`src/rtl/ryu_sprite_pkg.sv`:
```
// Shared constants, types and helpers for the Ryu jump sprite fetch stage.
package ryu_sprite_pkg;

    localparam int unsigned SPR_W      = 64;
    localparam int unsigned SPR_H      = 96;
    localparam int unsigned N_FRAMES   = 6;
    localparam int unsigned FRAME_HOLD = 4;
    localparam int unsigned ADDR_W     = 16;

    localparam logic [3:0] TRANSPARENT_IDX = 4'h0;

    typedef enum logic {IDLE, PLAY} anim_state_t;

    // Base ROM address of an animation frame; unrolls into a constant mux.
    function automatic logic [31:0] frame_base(input logic [2:0] idx,
                                               input int unsigned frame_size);
        logic [31:0] base;
        base = '0;
        for (int i = 0; i < 8; i++) begin
            if (idx == 3'(i)) begin
                base = 32'(i) * frame_size;
            end
        end
        return base;
    endfunction

endpackage

```
`src/rtl/ryu_anim_ctrl.sv`:
```
// Jump animation sequencer: steps frame_idx every FRAME_HOLD video frames while playing.
module ryu_anim_ctrl
    import ryu_sprite_pkg::*;
#(
    parameter int unsigned N_FRAMES   = ryu_sprite_pkg::N_FRAMES,
    parameter int unsigned FRAME_HOLD = ryu_sprite_pkg::FRAME_HOLD
) (
    input  logic       Clk,
    input  logic       Reset_n,
    input  logic       frame_start,
    input  logic       jump_trig,
    output logic [2:0] frame_idx,
    output logic       anim_busy
);

    localparam int unsigned HOLD_W = (FRAME_HOLD > 1) ? $clog2(FRAME_HOLD) : 1;

    anim_state_t       state_q, state_d;
    logic [2:0]        frame_idx_q, frame_idx_d;
    logic [HOLD_W-1:0] hold_q, hold_d;

    always_ff @(posedge Clk or negedge Reset_n) begin
        if (!Reset_n) begin
            state_q     <= IDLE;
            frame_idx_q <= '0;
            hold_q      <= '0;
        end else begin
            state_q     <= state_d;
            frame_idx_q <= frame_idx_d;
            hold_q      <= hold_d;
        end
    end

    always_comb begin
        state_d     = state_q;
        frame_idx_d = frame_idx_q;
        hold_d      = hold_q;
        unique case (state_q)
            IDLE: begin
                frame_idx_d = '0;
                hold_d      = '0;
                if (jump_trig) begin
                    state_d = PLAY;
                end
            end
            PLAY: begin
                // Only frame_start moves the animation, so frames never tear mid-scan.
                if (frame_start) begin
                    if (hold_q == HOLD_W'(FRAME_HOLD - 1)) begin
                        hold_d = '0;
                        if (frame_idx_q == 3'(N_FRAMES - 1)) begin
                            state_d     = IDLE;
                            frame_idx_d = '0;
                        end else begin
                            frame_idx_d = frame_idx_q + 3'd1;
                        end
                    end else begin
                        hold_d = hold_q + HOLD_W'(1);
                    end
                end
            end
        endcase
    end

    assign frame_idx = frame_idx_q;
    assign anim_busy = (state_q == PLAY);

endmodule

```
`src/rtl/ryu_jump_sprite_fetch.sv`:
```
// Sprite box test, ROM address pipeline and palette-index gating for the Ryu jump sprite.
module ryu_jump_sprite_fetch
    import ryu_sprite_pkg::*;
#(
    parameter int unsigned SPR_W      = ryu_sprite_pkg::SPR_W,
    parameter int unsigned SPR_H      = ryu_sprite_pkg::SPR_H,
    parameter int unsigned N_FRAMES   = ryu_sprite_pkg::N_FRAMES,
    parameter int unsigned FRAME_HOLD = ryu_sprite_pkg::FRAME_HOLD,
    parameter int unsigned ADDR_W     = ryu_sprite_pkg::ADDR_W
) (
    input  logic              Clk,
    input  logic              Reset_n,
    input  logic              frame_start,
    input  logic              jump_trig,
    input  logic [9:0]        DrawX,
    input  logic [9:0]        DrawY,
    input  logic [9:0]        SpriteX,
    input  logic [9:0]        SpriteY,
    output logic [ADDR_W-1:0] rom_addr,
    input  logic [3:0]        rom_data,
    output logic [3:0]        pix_index,
    output logic              pix_valid,
    output logic              anim_busy,
    output logic [2:0]        frame_idx
);

    localparam int unsigned SPR_SHIFT  = $clog2(SPR_W);
    localparam int unsigned FRAME_SIZE = SPR_W * SPR_H;

    logic [10:0]       rel_x, rel_y;
    logic              inbox;
    logic [ADDR_W-1:0] addr_next;
    logic              inbox_d1, inbox_d2;

    ryu_anim_ctrl #(
        .N_FRAMES   (N_FRAMES),
        .FRAME_HOLD (FRAME_HOLD)
    ) u_anim_ctrl (
        .Clk         (Clk),
        .Reset_n     (Reset_n),
        .frame_start (frame_start),
        .jump_trig   (jump_trig),
        .frame_idx   (frame_idx),
        .anim_busy   (anim_busy)
    );

    // 11-bit differences so a pixel left of / above the box shows up as negative.
    assign rel_x = {1'b0, DrawX} - {1'b0, SpriteX};
    assign rel_y = {1'b0, DrawY} - {1'b0, SpriteY};

    assign inbox = !rel_x[10] && (rel_x < 11'(SPR_W)) &&
                   !rel_y[10] && (rel_y < 11'(SPR_H));

    always_comb begin
        addr_next = '0;
        if (inbox) begin
            addr_next = ADDR_W'(frame_base(frame_idx, FRAME_SIZE))
                      + (ADDR_W'(rel_y) << SPR_SHIFT)
                      + ADDR_W'(rel_x);
        end
    end

    always_ff @(posedge Clk or negedge Reset_n) begin
        if (!Reset_n) begin
            rom_addr <= '0;
            inbox_d1 <= 1'b0;
            inbox_d2 <= 1'b0;
        end else begin
            rom_addr <= addr_next;
            inbox_d1 <= inbox;
            inbox_d2 <= inbox_d1;
        end
    end

    // inbox_d2 lines up with rom_data, which lags rom_addr by one cycle.
    assign pix_index = inbox_d2 ? rom_data : 4'h0;
    assign pix_valid = inbox_d2 && (rom_data != TRANSPARENT_IDX);

endmodule

```
`config.mk`:
```
export PLATFORM = sky130hd
export DESIGN_NAME = ryu_jump_sprite_fetch
export DESIGN_NICKNAME = d
export VERILOG_FILES = /design/src/rtl/ryu_sprite_pkg.sv /design/src/rtl/ryu_anim_ctrl.sv /design/src/rtl/ryu_jump_sprite_fetch.sv
export SDC_FILE = /design/constraint.sdc
export NUM_CORES = 1
export LEC_CHECK = 0
export ABC_CLOCK_PERIOD_IN_PS = 2600
export BUFFER_PORTS_ARGS = -buffer_cell sky130_fd_sc_hd__buf_2
export CORE_MARGIN = 5
export CORE_UTILIZATION = 50
export DETAILED_ROUTE_END_ITERATION = 8
export PLACE_DENSITY = 0.78
export RECOVER_POWER = 50
export SYNTH_ARGS = -nofsm -noshare
export SYNTH_HDL_FRONTEND = slang
export SYNTH_SLANG_ARGS = --single-unit
```
`constraint.sdc`:
```
create_clock -name Clk -period 2.6 [get_ports Clk]
set_clock_uncertainty 0.05 [all_clocks]
set_input_delay 0.52 -clock Clk [delete_from_list [all_inputs] [get_ports Clk]]
set_output_delay 0.52 -clock Clk [all_outputs]
set_load 0.005 [all_outputs]
```
==> results of run 1 <==
==> registers in the layout, summed over array words and instances, names as in the netlist <==
signal / count
inbox_d1: 1
inbox_d2: 1
rom_addr: 16
u_anim_ctrl.anim_busy: 1
u_anim_ctrl.frame_idx: 3
u_anim_ctrl.hold_q: 2
==> where the power goes <==
group	internal, mW	switching, mW	leakage [nW]	total (mW)
registers	0.413	0.0565	0.320	0.469
clock network	0.136	0.123	0.0288	0.259
logic	1.25	1.40	1.76	2.64
==> stage by stage <==
stage / hold slack (ps) / setup WS [ps] / power, mW / setup TNS, ps / area [um2]
3_3_place_gp: 281 / -929 / 2.16 / -7710 / 3530
3_5_place_dp: 298 / -1060 / 2.24 / -9430 / 3530
6_report: 326 / -842 / 3.37 / -6880 / 4300
4_1_cts: 177 / -631 / 2.70 / -2620 / 4040
2_1_floorplan: 174 / -664 / 1.58 / -4150 / 2650
5_1_grt: 332 / -965 / 3.51 / -8490 / 4300
==> timing repair <==
action,CTS,global route
pin swaps,56,27
gates cloned,2,0
resized for setup,63,44
setup buffers,25,11
endpoints found under the hold margin,0,0
endpoints found under the setup margin,17,17
==> critical path: stages <==
cell and delay (ps):
buf_8 110, inv_12 40, ha_4 120, inv_2 30, fa_2 340, a211oi_2 290, nor3b_2 90, o31ai_2 290
a21oi_1 150, xor2_1 320, ha_1 350, a2111oi_4 320, inv_1 100, a311oi_2 260, o21a_1 180, nor3_2 40
==> cells in the mapped netlist (all sizes together), types with 6 or more instances <==
master / n
o21a: 8
ha: 36
and2: 6
a21oi: 22
nor3: 6
xnor2: 7
xor2: 10
inv: 42
dfrtp: 24
nor2: 33
a21o: 6
nand2: 8
==> logic make-up after synthesis <==
logic type | after synthesis | synth area share
flip-flops | 24 | 0.253
adder cells (fa/ha/maj) | 39 | 0.215
AO/OA/AOI/OAI | 75 | 0.235
XOR/XNOR | 17 | 0.0628
AND/OR/NAND/NOR | 71 | 0.145
multiplexers | 4 | 0.0174
buffers and inverters | 45 | 0.0712
==> layer usage <==
metal,share of wire,GRT usage,routed length (um)
met1,0.36,0.330,4060
met3,0.071,0.0272,805
met2,0.50,0.532,5610
met5,0,0,0
met4,0.073,0.132,831
==> worst max path at each step <==
stage / depth (start not counted) / endpoint
final: 16 / rom_addr[15]
after CTS: 16 / rom_addr[15]
after detailed placement: 16 / rom_addr[15]
after global routing: 16 / rom_addr[14]
after global placement: 16 / rom_addr[15]
after floorplan: 12 / rom_addr[14]
==> area by class of cell <==
type                            count  area [um2]  share of cell area
Clock buffer                        4        55.1              0.0128
Sequential cell                    24         601               0.140
Tap cell                           54        67.6              0.0157
Multi-Input combinational cell    206        2240               0.520
Timing Repair Buffer              159        1130               0.263
Inverter                           43         209              0.0486
==> metrics, run 1 <==
reg2reg setup slack -100 ps; clock root cell clkbuf_8; Layout fillers 163; Pins Over Slew Limit 0; post-DP HPWL 5.39 mm; Remaining Overflow, GRT 0; initial DRC count 252; drt drc 0; r2r worst-path depth 10; Post-synth EDFFs 0; layout cells sized above 1 0.580; relative slew slack 0.161; RSZ-0062 raised after global routing true; CTS tree done; Final Hold Viols 0; drt first pass iters 5; commonest non-fill, non-tap cell in the layout buf_4; Critical Path Source DrawY[0]; Hold Path Class register to register; input/output buffers 72; # diodes 0; Syn Inst Count 275; failing checks setup timing; minimum clock period 3440 ps; fraction of registers with async set/reset 1.00; Setup Viol. Count Final 17; fmax 0.291 GHz; Req. time, crit path 2720 ps; Crit Reg-Reg Endpoint rom_addr[15]; Max Cap Violations 0; largest area contributor in the netlist dfrtp_1; syn_area_per_cell 8.62 um2; CTS buffer count 3; Crit Reg-Reg Startpoint u_anim_ctrl.frame_idx[1]; Worst EP arrival 3560 ps; post-route setup slack -842 ps; clk sinks 24; Routed WL per cell 23.1 um; CTS Hold Buffers Added 0; Hold Path End inbox_d2; Core Rows 25; Leakage Power 2.11 nW; number of distinct library cells after synthesis 52; CTS Buffer Depth 2; Finished Core Util 0.923; vias in the first global route 2915; gpl congestion 0.856; PwrDens 784 mW/mm2; Synth Warn # 0; Final Non-Filler Cells 490; Setup Crit Path Kind primary input to register; global-route wire length before repair 14.2 mm; total track usage 0.287; CP endpoint kind register; final net count 524; #FFs+latches synth 24; Worst Tran Pin Value 1260 ps; initial antenna violation count 0; Synth-to-Final Area Change 81.4%; Core Region 0.00466 mm2; final worst-path cycle share 1.32; ANT nets after route 0; total number of vias 3115; top post-synthesis cells by area dfrtp_1 25%, ha_1 19%, inv_1 6.5%, nor2_1 5.2%, a21oi_1 4.6%; clock-pin slew on the worst setup and hold paths 80 ps; CTS H-tree depth 1; ys flop type dfrtp_1; most frequent cells in the layout 76 x buf_4, 62 x buf_2, 28 x inv_1; Hold Path Origin inbox_d1; Worst-Skew Late Latency 280 ps; number of vias per cell 6.36; outcome complete, but fails checks; sequential share of the synthesized area 0.253; IR drop worst, VDD 0.000736 V; drt total wl 11.3 mm; post-synthesis cell area 0.00237 mm2; largest net degree at the start of global routing 25; die area 0.00622 mm2; I/O pins 73; Yosys top cell area share 0.253; placed cells 460; Syn Nets 362; CP startpoint kind primary input; Starting Density 0.509; crit path max fanout 2; die height 78.9 um; Die Wd 78.9 um; Hold Crit Depth 0
Note: power is estimated with default switching activity, not from simulation.
==> run 2: changes to the inputs <==
- CELL_PAD_IN_SITES_DETAIL_PLACEMENT: not set -> 1
- CELL_PAD_IN_SITES_GLOBAL_PLACEMENT: not set -> 2
- CORE_UTILIZATION: 50 -> 30
- PLACE_DENSITY: 0.78 -> not set
- PLACE_DENSITY_LB_ADDON: not set -> 0.1
==> run 2 against run 1 <==
Net effect:
- the run still ends with setup timing left
- maximum frequency increased by 6.3%
- hold slack got worse by 20 ps
- die area increased by 57%
- final cell count increased by 10%
- count of clock-buffer cells in the layout decreased by 1
- total power decreased by 6.2%
- non-clock buffer count increased by 3
- highest routed layer unchanged
==> metrics, run 2 (synthesized netlist as in run 1, its figures left out) <==
outcome complete, but fails checks; failing checks setup timing; Largest register FFs 16 (unchanged); Pins Over Slew Limit 0 (unchanged); drt total wl 8.30 mm (-27%); Die Wd 98.9 um (+25%); Leakage Power 2.13 nW (+0.69%); Worst-Skew Late Latency 260 ps (-20 ps); final net count 527 (+0.57%); CP startpoint kind primary input; CTS buffer count 3 (unchanged); CP endpoint kind register; Setup Viol. Count Final 17 (unchanged); post-DP HPWL 6.10 mm (+13%); drt drc 0 (unchanged); total track usage 0.163 (-0.124); clock-pin slew on the worst setup and hold paths 80 ps (about the same); CTS tree done; Setup Total Neg Slack -4200 ps (+2680 ps); Starting Density 0.307 (-0.202); fmax 0.309 GHz (+6.3%); total number of vias 2623 (-16%); Worst EP arrival 3340 ps (-220 ps); total power draw 3.16 mW (-6.2%); Routed WL per cell 15.3 um (-34%); Core Region 0.00773 mm2 (+66%); relative slew slack 0.181 (+0.0205); clk sinks 24 (unchanged); most frequent cells in the layout 81 x buf_4, 62 x buf_2, 28 x inv_1; clock root cell clkbuf_8; # diodes 0 (unchanged); vias in the first global route 2905 (-0.34%); Remaining Overflow, GRT 0 (unchanged); largest net degree at the start of global routing 25 (unchanged); layout cells sized above 1 0.583 (+0.00287); number of vias per cell 4.85 (-24%); Hold Path Class register to register; Final Hold Viols 0 (unchanged); Max Cap Violations 0 (unchanged); commonest non-fill, non-tap cell in the layout buf_4; PwrDens 721 mW/mm2 (-8.0%); die area 0.00978 mm2 (+57%); I/O pins 73 (unchanged); RSZ-0062 raised after global routing true; die height 98.9 um (+25%); post-route setup slack -638 ps (+204 ps); CTS Buffer Depth 2 (unchanged); input/output buffers 72 (unchanged); IR drop worst, VDD 0.000324 V (-56%); initial antenna violation count 0 (unchanged); CTS H-tree depth 1 (unchanged); crit path max fanout 2 (unchanged); Setup Crit Path Kind primary input to register; Worst Tran Pin Value 1230 ps (-30.7 ps); ANT nets after route 0 (unchanged); Req. time, crit path 2700 ps (-20 ps); initial DRC count 49 (-81%); minimum clock period 3240 ps (-204 ps); Top reg by flops rom_addr; Core Rows 32 (+28%); Synth-to-Final Area Change 84.9%; global-route wire length before repair 13.4 mm (-5.4%); gpl congestion 0.803 (-6.2%); final worst-path cycle share 1.25 (-0.0784); drt first pass iters 4 (-1)
## run 2: worst paths after layout
| kind | slack, ps | to | start | cells after the start |
|---|---|---|---|---|
| max | -640 | rom_addr[15] | DrawY[0] | 16 |
| min | 310 | inbox_d2 | inbox_d1 | 0 |
| max reg2reg | 90 | rom_addr[15] | u_anim_ctrl.frame_idx[1] | 10 |
| min reg2reg | 310 | inbox_d2 | inbox_d1 | 0 |
| max in group asynchronous | 1330 | rom_addr[11] | Reset_n | 1 |
| min in group asynchronous | 440 | u_anim_ctrl.frame_idx[2] | Reset_n | 1 |
## run 2: metal layers
layer,GRT usage,wire length (um)
met1,0.194,3300
met2,0.310,4540
met5,0,0
met3,0.0234,375
met4,0.0273,86
## run 2: worst max-delay path, stage by stage
cell       delay (ps)
buf_8             110
inv_12             40
ha_4              120
inv_2              30
fa_2              370
a211oi_4          280
nor3b_2            90
o31ai_2           310
a21oi_2           100
xor2_1            240
ha_1              310
a2111oi_2         300
inv_1             100
a311oi_2          230
o21a_1            160
nor3_1             40
## run 2: power breakdown
part / leakage, nW / internal (mW) / switching [mW] / total, mW
clock network: 0.0357 / 0.206 / 0.114 / 0.319
logic: 1.77 / 1.24 / 1.15 / 2.39
registers: 0.320 / 0.413 / 0.0416 / 0.454
## run 2: through the flow
stage | hold WS [ps] | area (um2) | setup WS (ps) | std cells | utilization
6_report | 306 | 4380 | -638 | 541 | 0.567
5_1_grt | 326 | 4380 | -797 | 541 | 0.567
4_1_cts | 186 | 4200 | -555 | 533 | 0.543
3_5_place_dp | 286 | 3600 | -1020 | 510 | 0.466
3_3_place_gp | 283 | 3600 | -968 | 510 | 0.466
2_1_floorplan | 174 | 2650 | -664 | 275 | -
## run 2: layout make-up
class | count | area (um2)
fill | 892 | 3340
multi-input combinational | 206 | 2220
timing repair buffer | 162 | 1150
sequential | 24 | 601
inverter | 43 | 211
tap | 102 | 128
clock buffer | 3 | 41.3
clock inverter | 1 | 30.0
## run 2: what timing repair did
action	CTS	global route
pin swaps	56	32
resized for setup	78	27
hold buffers	0	0
setup buffers	27	12
setup endpoints to repair	17	17
cloned	1	0
==> run 3: changes to the inputs <==
- RECOVER_POWER: 50 -> not set
==> run 3 against run 2 <==
Net effect:
- count of clock-buffer cells in the layout unchanged
- critical endpoint unchanged
- sequential share of layout area about the same
- the flow still finishes with violations (setup timing)
- sequential power about the same
- via count down 0.27%
- sequential cell count unchanged
==> metrics, run 3 (synthesized netlist as in run 1, its figures left out) <==
Req. time, crit path 2700 ps (about the same); Worst Tran Pin Value 522 ps (-706 ps); largest delay contributor family on the critical path compound AO/OA/AOI/OAI gates; Final Non-Filler Cells 541 (unchanged); post-route setup slack -638 ps (+0.515 ps); ANT nets after route 0 (unchanged); Max Cap Violations 0 (unchanged); initial DRC count 44 (-10%); largest net degree at the start of global routing 25 (unchanged); Routed WL per cell 15.4 um (about the same); Core Region 0.00773 mm2 (unchanged); gpl congestion 0.803 (unchanged); placed cells 510 (unchanged); Largest register FFs 16 (unchanged); minimum clock period 3240 ps (-0.515 ps); fmax 0.309 GHz (about the same); final worst-path cycle share 1.25 (about the same); PwrDens 721 mW/mm2 (about the same); Pins Over Slew Limit 0 (unchanged); clock root cell clkbuf_8; RSZ-0062 raised after global routing true; layout cells sized above 1 0.585 (+0.00228); I/O pins 73 (unchanged); commonest non-fill, non-tap cell in the layout buf_4; IR drop worst, VDD 0.000324 V (about the same); Setup Crit Path Kind primary input to register; CP startpoint kind primary input; CTS tree done; Hold Path Class primary input to async pin; failing checks setup timing; Starting Density 0.307 (unchanged); Setup Viol. Count Final 17 (unchanged); Leakage Power 2.13 nW (+0.13%); Crit Reg-Reg Startpoint u_anim_ctrl.frame_idx[1]; initial antenna violation count 0 (unchanged); CTS Buffer Depth 2 (unchanged); die area 0.00978 mm2 (unchanged); Core Rows 32 (unchanged); Remaining Overflow, GRT 0 (unchanged); final net count 527 (unchanged); total track usage 0.163 (unchanged); global-route wire length before repair 13.4 mm (unchanged); Placed Area 0.00360 mm2 (unchanged); clock-pin slew on the worst setup and hold paths 80 ps (about the same); drt drc 0 (unchanged); # diodes 0 (unchanged); reg2reg setup slack 90 ps (about the same); Synth-to-Final Area Change 85.0% (about the same); crit path max fanout 2 (unchanged); Worst EP arrival 3340 ps (about the same); CP endpoint kind register; outcome complete, but fails checks; die height 98.9 um (unchanged); WP buf/inv 4 (unchanged); post-route cell area 0.00439 mm2 (about the same); most frequent cells in the layout 81 x buf_4, 63 x buf_2, 28 x inv_1; hold_ws 172 ps (-135 ps); drt first pass iters 4 (unchanged); Finished Core Util 0.568 (about the same); worst stage delay on the critical path 370 ps (about the same); relative slew slack 0.652 (+0.471); input/output buffers 72 (unchanged); Worst-Skew Late Latency 260 ps (about the same); Die Wd 98.9 um (unchanged); slowest CP cell fa_2; post-DP HPWL 6.10 mm (unchanged); total number of vias 2616 (-0.27%); drt total wl 8.31 mm (about the same); CTS buffer count 3 (unchanged); CP Cell Sequence buf_8 > inv_12 > ha_4 > inv_2 > fa_2 > a211oi_4 > nor3b_2 > o31ai_2 > a21oi_2 > xor2_1 > ha_1 > a2111oi_2 > inv_1 > a311oi_2 > o21a_1 > nor3_1; Top reg by flops rom_addr; Crit Reg-Reg Endpoint rom_addr[15]; number of vias per cell 4.84 (-0.27%); r2r worst-path depth 10 (unchanged); CTS H-tree depth 1 (unchanged); vias in the first global route 2905 (unchanged); clk sinks 24 (unchanged); Final Hold Viols 0 (unchanged); CTS Hold Buffers Added 0 (unchanged)
==> run 3: cell types whose count changed in the layout (fill, tap and decap cells not counted) <==
cell      previous run  this run
buf_2               62        63
clkbuf_1             1         0
==> run 3: timing repair <==
item,in CTS,in global routing
pin swaps,56,32
setup endpoints to repair,17,17
buffers inserted,27,12
gates resized for setup,78,27
gates cloned,1,0
==> run 3: layout make-up <==
cell class | instances | area (um2)
Fill cell | 891 | 3340
Multi-Input combinational cell | 206 | 2220
Timing Repair Buffer | 162 | 1150
Sequential cell | 24 | 601
Inverter | 43 | 211
Tap cell | 102 | 128
Clock buffer | 3 | 41.3
Clock inverter | 1 | 30.0
==> run 3: report_power, final <==
part	internal [mW]	switching [mW]	total (mW)
Sequential	0.413	0.0413	0.454
Clock	0.206	0.114	0.320
Combinational	1.24	1.15	2.39
Total	1.86	1.30	3.16
==> run 3: how the worst max path moves through the flow <==
stage                           from            to  slack (ps)  cells past startpoint
after floorplan           SpriteX[9]  rom_addr[14]        -660                     12
after global placement      DrawY[0]  rom_addr[15]        -970                     16
after detailed placement    DrawY[0]  rom_addr[15]       -1020                     16
after CTS                   DrawY[0]  rom_addr[15]        -560                     16
after global routing        DrawY[0]  rom_addr[15]        -800                     16
final                       DrawY[0]  rom_addr[15]        -640                     16
==> run 3: routing by layer <==
metal,part of all wire,GRT usage
met4,0.010,0.0273
met3,0.044,0.0234
met5,0,0
met2,0.55,0.310
met1,0.40,0.194
==> run 3: per-stage QoR <==
step	setup WS (ps)	total power [mW]	TNS, ps
3_3_place_gp	-968	2.24	-9850
2_1_floorplan	-664	1.58	-4150
6_report	-638	3.16	-4200
5_1_grt	-797	3.43	-6370
4_1_cts	-555	2.92	-2810
3_5_place_dp	-1020	2.30	-10650
